===== config.mk =====
export PLATFORM = sky130hd
export DESIGN_NAME = program_loader
export DESIGN_NICKNAME = d
export VERILOG_FILES = /design/src/rtl/program_loader.sv
export SDC_FILE = /design/constraint.sdc
export NUM_CORES = 1
export LEC_CHECK = 0
export CELL_PAD_IN_SITES_DETAIL_PLACEMENT = 0
export CELL_PAD_IN_SITES_GLOBAL_PLACEMENT = 1
export CORE_MARGIN = 4
export CORE_UTILIZATION = 40
export CTS_CLUSTER_DIAMETER = 100
export DETAILED_ROUTE_END_ITERATION = 10
export GPL_TIMING_DRIVEN = 0
export PLACE_DENSITY_LB_ADDON = 0.1
export SYNTH_ARGS = -nofsm -noshare
export SYNTH_HDL_FRONTEND = slang
export SYNTH_SLANG_ARGS = --single-unit
export TNS_END_PERCENT = 1

===== constraint.sdc =====
create_clock -name clk -period 3.5 [get_ports clk]
set_input_delay 0.875 -clock clk [delete_from_list [all_inputs] [get_ports clk]]
set_output_delay 0.875 -clock clk [all_outputs]
set_load 0.03 [all_outputs]

===== src/rtl/program_loader.sv =====
// program_loader: packs a valid/ready byte stream (MSB first) into instruction
// words and writes them to program memory at sequential addresses from 0.
module program_loader #(
  parameter int unsigned AddrSz        = 6,
  parameter int unsigned InstructionSz = 24
) (
  input  logic                     clk,
  input  logic                     n_reset,
  input  logic                     start,
  input  logic [7:0]               byte_in,
  input  logic                     byte_valid,
  input  logic                     byte_last,
  output logic                     byte_ready,
  output logic                     wr_en,
  output logic [AddrSz-1:0]        wr_address,
  output logic [InstructionSz-1:0] wr_data,
  output logic                     busy,
  output logic                     done,
  output logic                     error,
  output logic [AddrSz:0]          words_loaded
);

  localparam int unsigned BytesPerWord = InstructionSz / 8;
  localparam int unsigned CntW         = (BytesPerWord > 1) ? $clog2(BytesPerWord) : 1;
  localparam logic [CntW-1:0]   LastByte = CntW'(BytesPerWord - 1);
  localparam logic [AddrSz-1:0] MaxAddr  = '1;

  typedef enum logic [1:0] {
    IDLE  = 2'd0,
    LOAD  = 2'd1,
    WRITE = 2'd2,
    DONE  = 2'd3
  } state_e;

  state_e                   state_q, state_d;
  logic [CntW-1:0]          cnt_q, cnt_d;
  logic [InstructionSz-1:0] data_q, data_d;
  logic [AddrSz-1:0]        addr_q, addr_d;
  logic [AddrSz:0]          words_q, words_d;
  logic                     err_q, err_d;
  logic                     last_q, last_d;
  logic                     accept;

  // State and datapath registers; reset abandons any load in flight.
  always_ff @(posedge clk or negedge n_reset) begin
    if (!n_reset) begin
      state_q <= IDLE;
      cnt_q   <= '0;
      data_q  <= '0;
      addr_q  <= '0;
      words_q <= '0;
      err_q   <= 1'b0;
      last_q  <= 1'b0;
    end else begin
      state_q <= state_d;
      cnt_q   <= cnt_d;
      data_q  <= data_d;
      addr_q  <= addr_d;
      words_q <= words_d;
      err_q   <= err_d;
      last_q  <= last_d;
    end
  end

  // Next-state: byte packing, word write, termination and overflow handling.
  always_comb begin
    state_d = state_q;
    cnt_d   = cnt_q;
    data_d  = data_q;
    addr_d  = addr_q;
    words_d = words_q;
    err_d   = err_q;
    last_d  = last_q;
    accept  = byte_valid && (state_q == LOAD);

    case (state_q)
      IDLE, DONE: begin
        if (start) begin
          state_d = LOAD;
          cnt_d   = '0;
          addr_d  = '0;
          words_d = '0;
          err_d   = 1'b0;
          last_d  = 1'b0;
        end
      end
      LOAD: begin
        if (accept) begin
          data_d = (data_q << 8) | InstructionSz'(byte_in);
          if (cnt_q == LastByte) begin
            state_d = WRITE;
            last_d  = byte_last;
          end else if (byte_last) begin
            // Stream ended mid-word: drop the partial word.
            state_d = DONE;
            err_d   = 1'b1;
          end else begin
            cnt_d = cnt_q + 1'b1;
          end
        end
      end
      WRITE: begin
        words_d = words_q + 1'b1;
        cnt_d   = '0;
        if (last_q) begin
          state_d = DONE;
          err_d   = 1'b0;
        end else if (addr_q == MaxAddr) begin
          // Memory full with the stream still open.
          state_d = DONE;
          err_d   = 1'b1;
        end else begin
          addr_d  = addr_q + 1'b1;
          state_d = LOAD;
        end
      end
      default: state_d = IDLE;
    endcase
  end

  // Status and strobes decoded from the registered state only.
  assign byte_ready   = (state_q == LOAD);
  assign wr_en        = (state_q == WRITE);
  assign busy         = (state_q == LOAD) || (state_q == WRITE);
  assign done         = (state_q == DONE);
  assign error        = err_q;
  assign wr_address   = addr_q;
  assign wr_data      = data_q;
  assign words_loaded = words_q;

endmodule

==> flow_summary.ini <==
[run_status]
status = completed

[timing]
worst_pin_slew_ns = 0.484
fmax_mhz = 352
period_share_pct = 81.2
hold_viol_final = 0
slew_violations = 0
relSlewSlack_pct = 67.1
min_period_ns = 2.84
setup_viol = 0
finalSetupTns_ns = 0
rsz0062_at_grt = false
setup_ws_ns = 0.660
fin_skew_ns = 0.00318

[grt]
grt_overflow = 0
grt_pass1_vias = 1693
grt_max_degree = 26
grt_usage_pct = 16.2
antenna_found_initial = 0
grt_pass1_wl_um = 7980

[logic_synthesis]
synth_most_common_cell = dfrtp_1
ys_seq_area_share_pct = 52.6
ys_types = 38
synthCells = 177
ys.flop_type = dfrtp_1
yosys-top-cells-count = dfrtp_1 (43), mux2_2 (28), nand2_1 (15)
yosysWarnings = 0
synth_area_um2 = 2050
syn_avg_cell_area_um2 = 11.6
synth_seq_cells = 43
synth_enable_flop_cells = 0
synth_top_area_share_pct = 52.6
syn_nets = 196
async_reset_ff_share_pct = 100
synth_area_leaders = dfrtp_1 (53%), mux2_2 (15%), ha_1 (3.7%)
synth_top_area_cell = dfrtp_1

[cts]
clkTransAtPathRegs_ns = 0.08
cts-buffers-inserted = 5
post-cts-setup-buffer-count = 0
root_buffer = clkbuf_8
cts_tree = done
insertion_delay_ns = 0.30
cts_resized = 0
cts_hold_buf = 0
cts_max_level = 2
clockBufferDepth = 2
cts_sinks = 43

[route]
wl_per_cell_um = 15.5
final_antenna_net_count = 0
vias_per_cell = 5.35
drt_wl_total_um = 4770
dr_total_vias = 1643
drc = 0
first_pass_iters = 5
drt_iter0_markers = 58

[critical_path]
crit_required_ns = 2.62
crit_fanout = 10
cpPeakStageDelay_ns = 0.66
crit_path_end_kind = primary output
cp.buffers_inverters = 4
critPathKind = reg -> out
startpoint_type = flip-flop
arrival_ns = 1.97
cp_top_family = buffers and inverters
slowest_stage = clkdlybuf4s50_1
cp_common_cell = inv_1
path_cells = inv_1, ha_1, buf_4, inv_1, clkdlybuf4s50_1

[layout]
n_fill_cell = 415
antenna_cells = 0
area.growth.synth_to_final_pct = 35.9
final_nets = 258
drive_above_1_share_pct = 20.0
finalInstanceArea_um2 = 2780

[floorplanning]
dieArea_um2 = 6330
start_util_pct = 42.2
fp.coreArea_um2 = 4850
die_h_um = 79.5
die_w_um = 79.5
ios = 55
rows = 25

[power_and_ir_drop]
peakVddDrop_mv = 0.529
powerDensity_nw_per_um2 = 936
p_leak_nw = 1.16

[min_path]
hold_class = reg -> reg

[placed_design]
hpwlAfterDp_um = 3600
port_buffers = 54
gp_congestion = 0.849
place_ws_ns = 0.986
place_area_um2 = 2690

[run]
cap_violations = 0
[layer usage]
layer / GRT usage [%] / vias to the layer above / wire length, um
li1: - / 769 / -
met1: 20.0 / 826 / 2120
met2: 26.2 / 42 / 2310
met3: 5.30 / 6 / 282
met4: 6.19 / 0 / 65
met5: 0 / - / 0
[cell families after synthesis]
logic type,share of synthesized area [%]
buf+inv,2.45
simple gates,11.3
fa+ha+maj,3.67
mux,16.6
flops,52.6
compound gates,13.4
[state kept, by name (all words and copies together) (netlist names)]
register	count
state_q	2
last_q	1
wr_address	6
words_loaded	7
wr_data	24
error	1
cnt_q	2
[placed cells by master (no fill, tap or decap), drive strengths merged, types with 4 or more instances in the layout]
master         instances
mux2                  28
dfrtp                 43
inv                    6
o21ai                 18
o31ai                  4
ha                     6
nand3                 10
buf                    7
clkdlybuf4s50         53
clkbuf                 5
nor2                   5
a21oi                  5
nand2                 16
a22o                   5
[worst paths after layout]
path,startpoint,to,slack (ns),depth (start not counted)
worst max-delay path,state_q[0],busy,0.66,5
worst min-delay path,wr_data[17],wr_data[17],0.51,1
worst max register to register,state_q[0],wr_address[5],1.54,7
worst min register to register,wr_data[17],wr_data[17],0.51,1
max in group asynchronous,n_reset,wr_data[3],2.50,2
min in group asynchronous,n_reset,wr_address[0],0.53,1
[power breakdown]
part / switching, mW / internal, mW / total, mW
registers: 0.147 / 0.695 / 0.842
logic: 0.805 / 0.641 / 1.45
clock network: 0.178 / 0.139 / 0.317
[final cells by class]
cell class | count | area, um2 | share of cell area, %
inverters | 6 | 22.5 | 0.809
well taps | 67 | 83.8 | 3.01
plain buffers | 5 | 27.5 | 0.989
clock buffers | 5 | 68.8 | 2.47
flip-flops and latches | 43 | 1080 | 38.7
multi-input cells | 123 | 921 | 33.1
repair buffers | 55 | 563 | 20.2
clock inverters | 3 | 20.0 | 0.719
[metrics by stage]
stage	hold WS (ns)	instances	utilization [%]	power, mW
2_1_floorplan	0.470	177	-	1.74
3_3_place_gp	0.488	298	55.1	2.27
3_5_place_dp	0.495	299	55.6	2.31
4_1_cts	0.514	307	57.4	2.63
5_1_grt	0.533	307	57.4	2.77
6_report	0.510	307	57.4	2.61
No activity file was read; power rests on OpenSTA's default activity.
